**src/rtl/apb_master_arbiter_if.sv**
```systemverilog
// Bundles the requester, response and APB signals of the arbiter.
// The master modport is the arbiter; the slave modport is requesters plus APB slave.
interface apb_master_arbiter_if #(
  parameter int NUM_REQ      = 2,
  parameter int PADDR_WIDTH  = 32,
  parameter int PWDATA_WIDTH = 8,
  parameter int PRDATA_WIDTH = PWDATA_WIDTH
);
  logic [NUM_REQ-1:0]              req_valid;
  logic [NUM_REQ-1:0]              req_write;
  logic [NUM_REQ*PADDR_WIDTH-1:0]  req_addr;
  logic [NUM_REQ*PWDATA_WIDTH-1:0] req_wdata;
  logic [NUM_REQ-1:0]              req_ready;
  logic [NUM_REQ-1:0]              rsp_valid;
  logic [PRDATA_WIDTH-1:0]         rsp_rdata;
  logic                            rsp_err;
  logic [PADDR_WIDTH-1:0]          paddr;
  logic                            prwd;
  logic [PWDATA_WIDTH-1:0]         pwdata;
  logic                            psel;
  logic                            penable;
  logic [PRDATA_WIDTH-1:0]         prdata;
  logic                            pready;
  logic                            pslverr;

  modport master (
    input  req_valid, req_write, req_addr, req_wdata, prdata, pready, pslverr,
    output req_ready, rsp_valid, rsp_rdata, rsp_err, paddr, prwd, pwdata, psel, penable
  );
  modport slave (
    output req_valid, req_write, req_addr, req_wdata, prdata, pready, pslverr,
    input  req_ready, rsp_valid, rsp_rdata, rsp_err, paddr, prwd, pwdata, psel, penable
  );
endinterface

```
**src/rtl/apb_master_arbiter.sv**
```systemverilog
// Round-robin arbiter letting NUM_REQ requesters share one APB master port,
// with a wait-state timeout that aborts a transfer whose slave never answers.
module apb_master_arbiter #(
  parameter int NUM_REQ      = 2,
  parameter int PADDR_WIDTH  = 32,
  parameter int PWDATA_WIDTH = 8,
  parameter int PRDATA_WIDTH = PWDATA_WIDTH,
  parameter int TIMEOUT      = 16
) (
  input logic pclock,
  input logic preset,
  apb_master_arbiter_if.master bus
);
  localparam int GW = $clog2(NUM_REQ);

  typedef enum logic [1:0] {IDLE, SETUP, ACCESS} state_t;

  state_t        state;
  logic [GW-1:0] last_gnt;
  logic [GW-1:0] gnt;
  logic [GW-1:0] idx;
  logic          gnt_any;
  logic [7:0]    wcnt;

  // Scan downward so the candidate closest after last_gnt is the one kept.
  always_comb begin
    gnt     = last_gnt;
    gnt_any = 1'b0;
    idx     = '0;
    for (int k = NUM_REQ; k >= 1; k--) begin
      idx = GW'((int'(last_gnt) + k) % NUM_REQ);
      if (bus.req_valid[idx]) begin
        gnt     = idx;
        gnt_any = 1'b1;
      end
    end
  end

  always_comb begin
    bus.req_ready = '0;
    if (state == IDLE && gnt_any && !preset) bus.req_ready[gnt] = 1'b1;
  end

  always_ff @(posedge pclock) begin
    if (preset) begin
      state         <= IDLE;
      wcnt          <= '0;
      last_gnt      <= GW'(NUM_REQ - 1);
      bus.psel      <= 1'b0;
      bus.penable   <= 1'b0;
      bus.prwd      <= 1'b0;
      bus.paddr     <= '0;
      bus.pwdata    <= '0;
      bus.rsp_valid <= '0;
      bus.rsp_rdata <= '0;
      bus.rsp_err   <= 1'b0;
    end else begin
      bus.rsp_valid <= '0;
      bus.rsp_rdata <= '0;
      bus.rsp_err   <= 1'b0;
      case (state)
        IDLE: if (gnt_any) begin
          bus.paddr  <= bus.req_addr[gnt*PADDR_WIDTH +: PADDR_WIDTH];
          bus.pwdata <= bus.req_wdata[gnt*PWDATA_WIDTH +: PWDATA_WIDTH];
          bus.prwd   <= bus.req_write[gnt];
          last_gnt   <= gnt;
          wcnt       <= '0;
          bus.psel   <= 1'b1;
          state      <= SETUP;
        end
        SETUP: begin
          bus.penable <= 1'b1;
          wcnt        <= '0;
          state       <= ACCESS;
        end
        ACCESS: begin
          // last_gnt still names the owner of the transfer in flight.
          if (bus.pready) begin
            bus.psel                <= 1'b0;
            bus.penable             <= 1'b0;
            bus.rsp_valid[last_gnt] <= 1'b1;
            bus.rsp_err             <= bus.pslverr;
            bus.rsp_rdata           <= bus.prwd ? '0 : bus.prdata;
            state                   <= IDLE;
          end else if (wcnt == 8'(TIMEOUT - 1)) begin
            bus.psel                <= 1'b0;
            bus.penable             <= 1'b0;
            bus.rsp_valid[last_gnt] <= 1'b1;
            bus.rsp_err             <= 1'b1;
            state                   <= IDLE;
          end else begin
            wcnt <= wcnt + 8'd1;
          end
        end
        default: state <= IDLE;
      endcase
    end
  end
endmodule

```
**src/flat_wrapper.sv**
```systemverilog
// flat-port wrapper written by rule: the top's interface ports become plain ports
module apb_master_arbiter_flat 
#(
  parameter int NUM_REQ      = 2,
  parameter int PADDR_WIDTH  = 32,
  parameter int PWDATA_WIDTH = 8,
  parameter int PRDATA_WIDTH = PWDATA_WIDTH,
  parameter int TIMEOUT      = 16
)
  (pclock, preset, bus_req_valid, bus_req_write, bus_req_addr, bus_req_wdata, bus_prdata, bus_pready, bus_pslverr, bus_req_ready, bus_rsp_valid, bus_rsp_rdata, bus_rsp_err, bus_paddr, bus_prwd, bus_pwdata, bus_psel, bus_penable);
  apb_master_arbiter_if #(.NUM_REQ(NUM_REQ), .PADDR_WIDTH(PADDR_WIDTH), .PWDATA_WIDTH(PWDATA_WIDTH), .PRDATA_WIDTH(PRDATA_WIDTH)) bus_i ();
  input logic pclock;
  input logic preset;
  input wire logic [$bits(bus_i.req_valid)-1:0] bus_req_valid;
  input wire logic [$bits(bus_i.req_write)-1:0] bus_req_write;
  input wire logic [$bits(bus_i.req_addr)-1:0] bus_req_addr;
  input wire logic [$bits(bus_i.req_wdata)-1:0] bus_req_wdata;
  input wire logic [$bits(bus_i.prdata)-1:0] bus_prdata;
  input wire logic [$bits(bus_i.pready)-1:0] bus_pready;
  input wire logic [$bits(bus_i.pslverr)-1:0] bus_pslverr;
  output wire logic [$bits(bus_i.req_ready)-1:0] bus_req_ready;
  output wire logic [$bits(bus_i.rsp_valid)-1:0] bus_rsp_valid;
  output wire logic [$bits(bus_i.rsp_rdata)-1:0] bus_rsp_rdata;
  output wire logic [$bits(bus_i.rsp_err)-1:0] bus_rsp_err;
  output wire logic [$bits(bus_i.paddr)-1:0] bus_paddr;
  output wire logic [$bits(bus_i.prwd)-1:0] bus_prwd;
  output wire logic [$bits(bus_i.pwdata)-1:0] bus_pwdata;
  output wire logic [$bits(bus_i.psel)-1:0] bus_psel;
  output wire logic [$bits(bus_i.penable)-1:0] bus_penable;
  assign bus_i.req_valid = bus_req_valid;
  assign bus_i.req_write = bus_req_write;
  assign bus_i.req_addr = bus_req_addr;
  assign bus_i.req_wdata = bus_req_wdata;
  assign bus_i.prdata = bus_prdata;
  assign bus_i.pready = bus_pready;
  assign bus_i.pslverr = bus_pslverr;
  assign bus_req_ready = bus_i.req_ready;
  assign bus_rsp_valid = bus_i.rsp_valid;
  assign bus_rsp_rdata = bus_i.rsp_rdata;
  assign bus_rsp_err = bus_i.rsp_err;
  assign bus_paddr = bus_i.paddr;
  assign bus_prwd = bus_i.prwd;
  assign bus_pwdata = bus_i.pwdata;
  assign bus_psel = bus_i.psel;
  assign bus_penable = bus_i.penable;
  apb_master_arbiter #(.NUM_REQ(NUM_REQ), .PADDR_WIDTH(PADDR_WIDTH), .PWDATA_WIDTH(PWDATA_WIDTH), .PRDATA_WIDTH(PRDATA_WIDTH), .TIMEOUT(TIMEOUT)) u_core (.pclock(pclock), .preset(preset), .bus(bus_i));
endmodule
```
**config.mk**
```make
export PLATFORM = sky130hd
export DESIGN_NAME = apb_master_arbiter_flat
export DESIGN_NICKNAME = d
export VERILOG_FILES = /design/src/rtl/apb_master_arbiter_if.sv /design/src/rtl/apb_master_arbiter.sv /design/src/flat_wrapper.sv
export SDC_FILE = /design/constraint.sdc
export NUM_CORES = 1
export LEC_CHECK = 0
export ABC_AREA = 1
export CORE_UTILIZATION = 39
export DETAILED_ROUTE_END_ITERATION = 8
export GPL_TIMING_DRIVEN = 0
export HOLD_SLACK_MARGIN = 0.05
export PLACE_DENSITY = 0.81
export SYNTH_ARGS = -nofsm -noshare
export SYNTH_HDL_FRONTEND = slang
export SYNTH_SLANG_ARGS = --single-unit
```
**constraint.sdc**
```tcl
create_clock -name pclock -period 2.1 [get_ports pclock]
set_clock_uncertainty 0.1 [all_clocks]
set_input_delay 0.525 -clock pclock [delete_from_list [all_inputs] [get_ports pclock]]
set_output_delay 0.525 -clock pclock [all_outputs]
set_load 0.02 [all_outputs]
```
==> metrics.cfg <==
[floorplan]
die-area_um2 = 7430
rows = 30
core_area_um2 = 6830
floorplan.initialDensity_pct = 40.5
ios = 152
die_h_um = 86.2
die_w_um = 86.2

[routing]
wl_met3_um = 511
drt_iter0_markers = 102
drtAntennaViolNets = 0
drc = 0
via_count = 2965
via_per_inst = 4.60
drt_pass1_iterations = 5
wl_met1_mm = 3.45
wire_per_inst_um = 13.2
wl_met2_mm = 4.41
totalWireLength_mm = 8.53
top_layer_used = met4

[placement]
dp.cells = 617
io_buffers = 150
routabilityCongestion = 0.920
postPlaceCellArea_um2 = 4390
place_hpwl_mm = 6.21

[sta]
hold_slack_ns = 0.317
setup_viol = 0
fmax_mhz = 483
final.min_clock_period_ns = 2.07
rsz0062_at_grt = true
slew_violations = 0
maxSlewHeadroom_pct = 79.5
worst_pin_slew_ns = 0.306
finalCritPeriodShare_pct = 98.7
hold_viol = 0

[logic_synthesis]
yosysMostFrequentCell = nand2_1
synthTopCellsByArea = dfxtp_1, nand2_1, nand3_1, a21oi_1, inv_1
ys_types = 25
netlist_instances = 371
synth_top_area_share_pct = 47.0
ys.flop_type = dfxtp_1
synthTopCellsByCount = nand2_1, dfxtp_1, nand3_1, inv_1, nor2_1
syn_area_um2 = 2770
syn-num-nets = 473
synth_warnings = 0
avgSynthCellArea_um2 = 7.46
async_reset_ff_share_pct = 0
synth-edff-count = 0
ys_seq_area_share_pct = 47.0
ys_ff_latch = 65
synth_top_area_cell = dfxtp_1

[power]
p_leak_nw = 2.05
ir_drop_mv = 0.417
finalPower_mw = 3.82
p_per_area_nw_per_um2 = 809

[global_routing]
grt_pass1_vias = 2705
grt_pass1_wl_mm = 13.2
grtUsageTotal_pct = 22.8
grt_max_degree = 11
overflow = 0
antenna_found_initial = 0

[layout]
final_cell_area_um2 = 4720
fillers = 579
nNetsFinal = 646
antennaDiodeCount = 0
multi_input_area_um2 = 1290
final_cells = 644
post-route-util_pct = 69.1
syn2layout_area_growth_pct = 70.6
final_layout_size_suffix_gt1_share_pct = 11.7
regArea_um2 = 1310

[cts]
cts_buffers = 9
postCtsHoldBufs = 0
cts_tree = done
cts_max_path_buffers = 2
insertion_delay_ns = 0.34
cts_root_buffer = clkbuf_8
clk_pin_slew_ns = 0.07
cts.sinks = 65
htree_levels = 3

[setup_path]
arrival_ns = 1.45
reg2reg_slack_ns = 0.33
path_class = flip-flop to output pin
cp-endpoint = bus_req_ready[0]
rr_worst_depth = 11
worstPathRequired_ns = 1.47
r2r_start = u_core.state[0]
timing.rr.end = u_core.wcnt[4]
crit_start = u_core.state[0]
path_max_fanout = 3
start_kind = flip-flop
endpoint_kind = output pin

[status]
status = completed

[worst_hold_path]
hp-class = input port to flip-flop
whs_path_depth = 2

[job]
max_cap_violations = 0

## placed cells by master (no fill, tap or decap), drive strengths merged
cell type      synthesis  routed
a21oi                 18      18
buf                   14      28
nand4                  1       1
o21ai                  5       5
dlygate4sd2            0       2
clkinv                 0       1
dfxtp                 65      65
bufinv                 0       2
o21bai                 1       1
a21boi                 1       1
nor2                  26      26
ha                     6       6
inv                   23      23
clkbuf                 0      12
and2                   1       1
nand2                156     156
nor3                   1       1
o21a                   1       1
nand3                 52      52
clkdlybuf4s50          0     146
## worst max-delay path: stages (launching register included)
cell	delay, ns
dfxtp_4	0.36
inv_4	0.07
ha_4	0.13
o21a_4	0.13
nand2_4	0.06
a21oi_4	0.13
buf_6	0.12
buf_6	0.11
## registers in the layout (all words and copies together) (netlist names)
name / cells
u_core.bus.rsp_valid: 2
u_core.bus.psel: 1
u_core.bus.rsp_err: 1
u_core.bus.penable: 1
u_core.state: 2
u_core.bus.pwdata: 8
u_core.wcnt: 8
u_core.bus.rsp_rdata: 8
u_core.last_gnt: 1
u_core.bus.paddr: 32
u_core.bus.prwd: 1
## metrics by stage
stage	setup WS [ns]	TNS (ns)
floorplan	0.243	0
global placement	-0.954	-3.47
detailed placement	-0.963	-2.56
CTS	0.000734	0
global route	-0.0197	-0.0197
finish	0.0278	0
## power by group
part	switching [mW]	total [mW]	leakage [nW]	internal, mW
logic	0.562	1.16	1.40	0.598
registers	0.0934	1.49	0.534	1.40
clock network	0.476	1.17	0.106	0.694
total	1.13	3.82	2.05	2.69
## per-layer routing
layer  GRT usage [%]  up-vias
met5               0        -
met4            9.24        0
met3            3.71       14
met2            40.2      110
met1            27.6     1323
li1                -     1518
## cell families (layout without fill, tap and decap cells)
family | after synthesis | count (layout) | share of synthesized area (%)
AOI/OAI and AO/OA | 26 | 26 | 5.83
adders and majority gates | 6 | 6 | 2.71
buffers and inverters | 37 | 214 | 6.87
DFF | 65 | 65 | 47.0
and+or+nand+nor | 237 | 237 | 37.5
## worst min-delay path by stage
stage                    startpoint                      end  slack (ns)
floorplan           u_core.last_gnt  u_core.bus.rsp_valid[0]        0.31
global placement    u_core.last_gnt  u_core.bus.rsp_valid[0]        0.33
detailed placement  u_core.last_gnt  u_core.bus.rsp_valid[0]        0.33
CTS                          preset          u_core.state[0]        0.31
global route                 preset          u_core.state[0]        0.32
finish                       preset          u_core.state[0]        0.32
## cell type report
| type | count | share of cell area (%) |
|---|---|---|
| Sequential cell | 65 | 27.7 |
| Multi-Input combinational cell | 269 | 27.4 |
| Clock inverter | 3 | 1.38 |
| Clock buffer | 12 | 3.07 |
| Buffer | 14 | 2.33 |
| Tap cell | 96 | 2.54 |
| Inverter | 23 | 1.88 |
| Timing Repair Buffer | 162 | 33.7 |
## repair_timing
item | in CTS | in global routing
endpoints found under the setup margin | 2 | 2
pin swaps | 2 | 1
setup buffers | 7 | 5
resized for setup | 24 | 1
(Power assumes the default switching activity.)
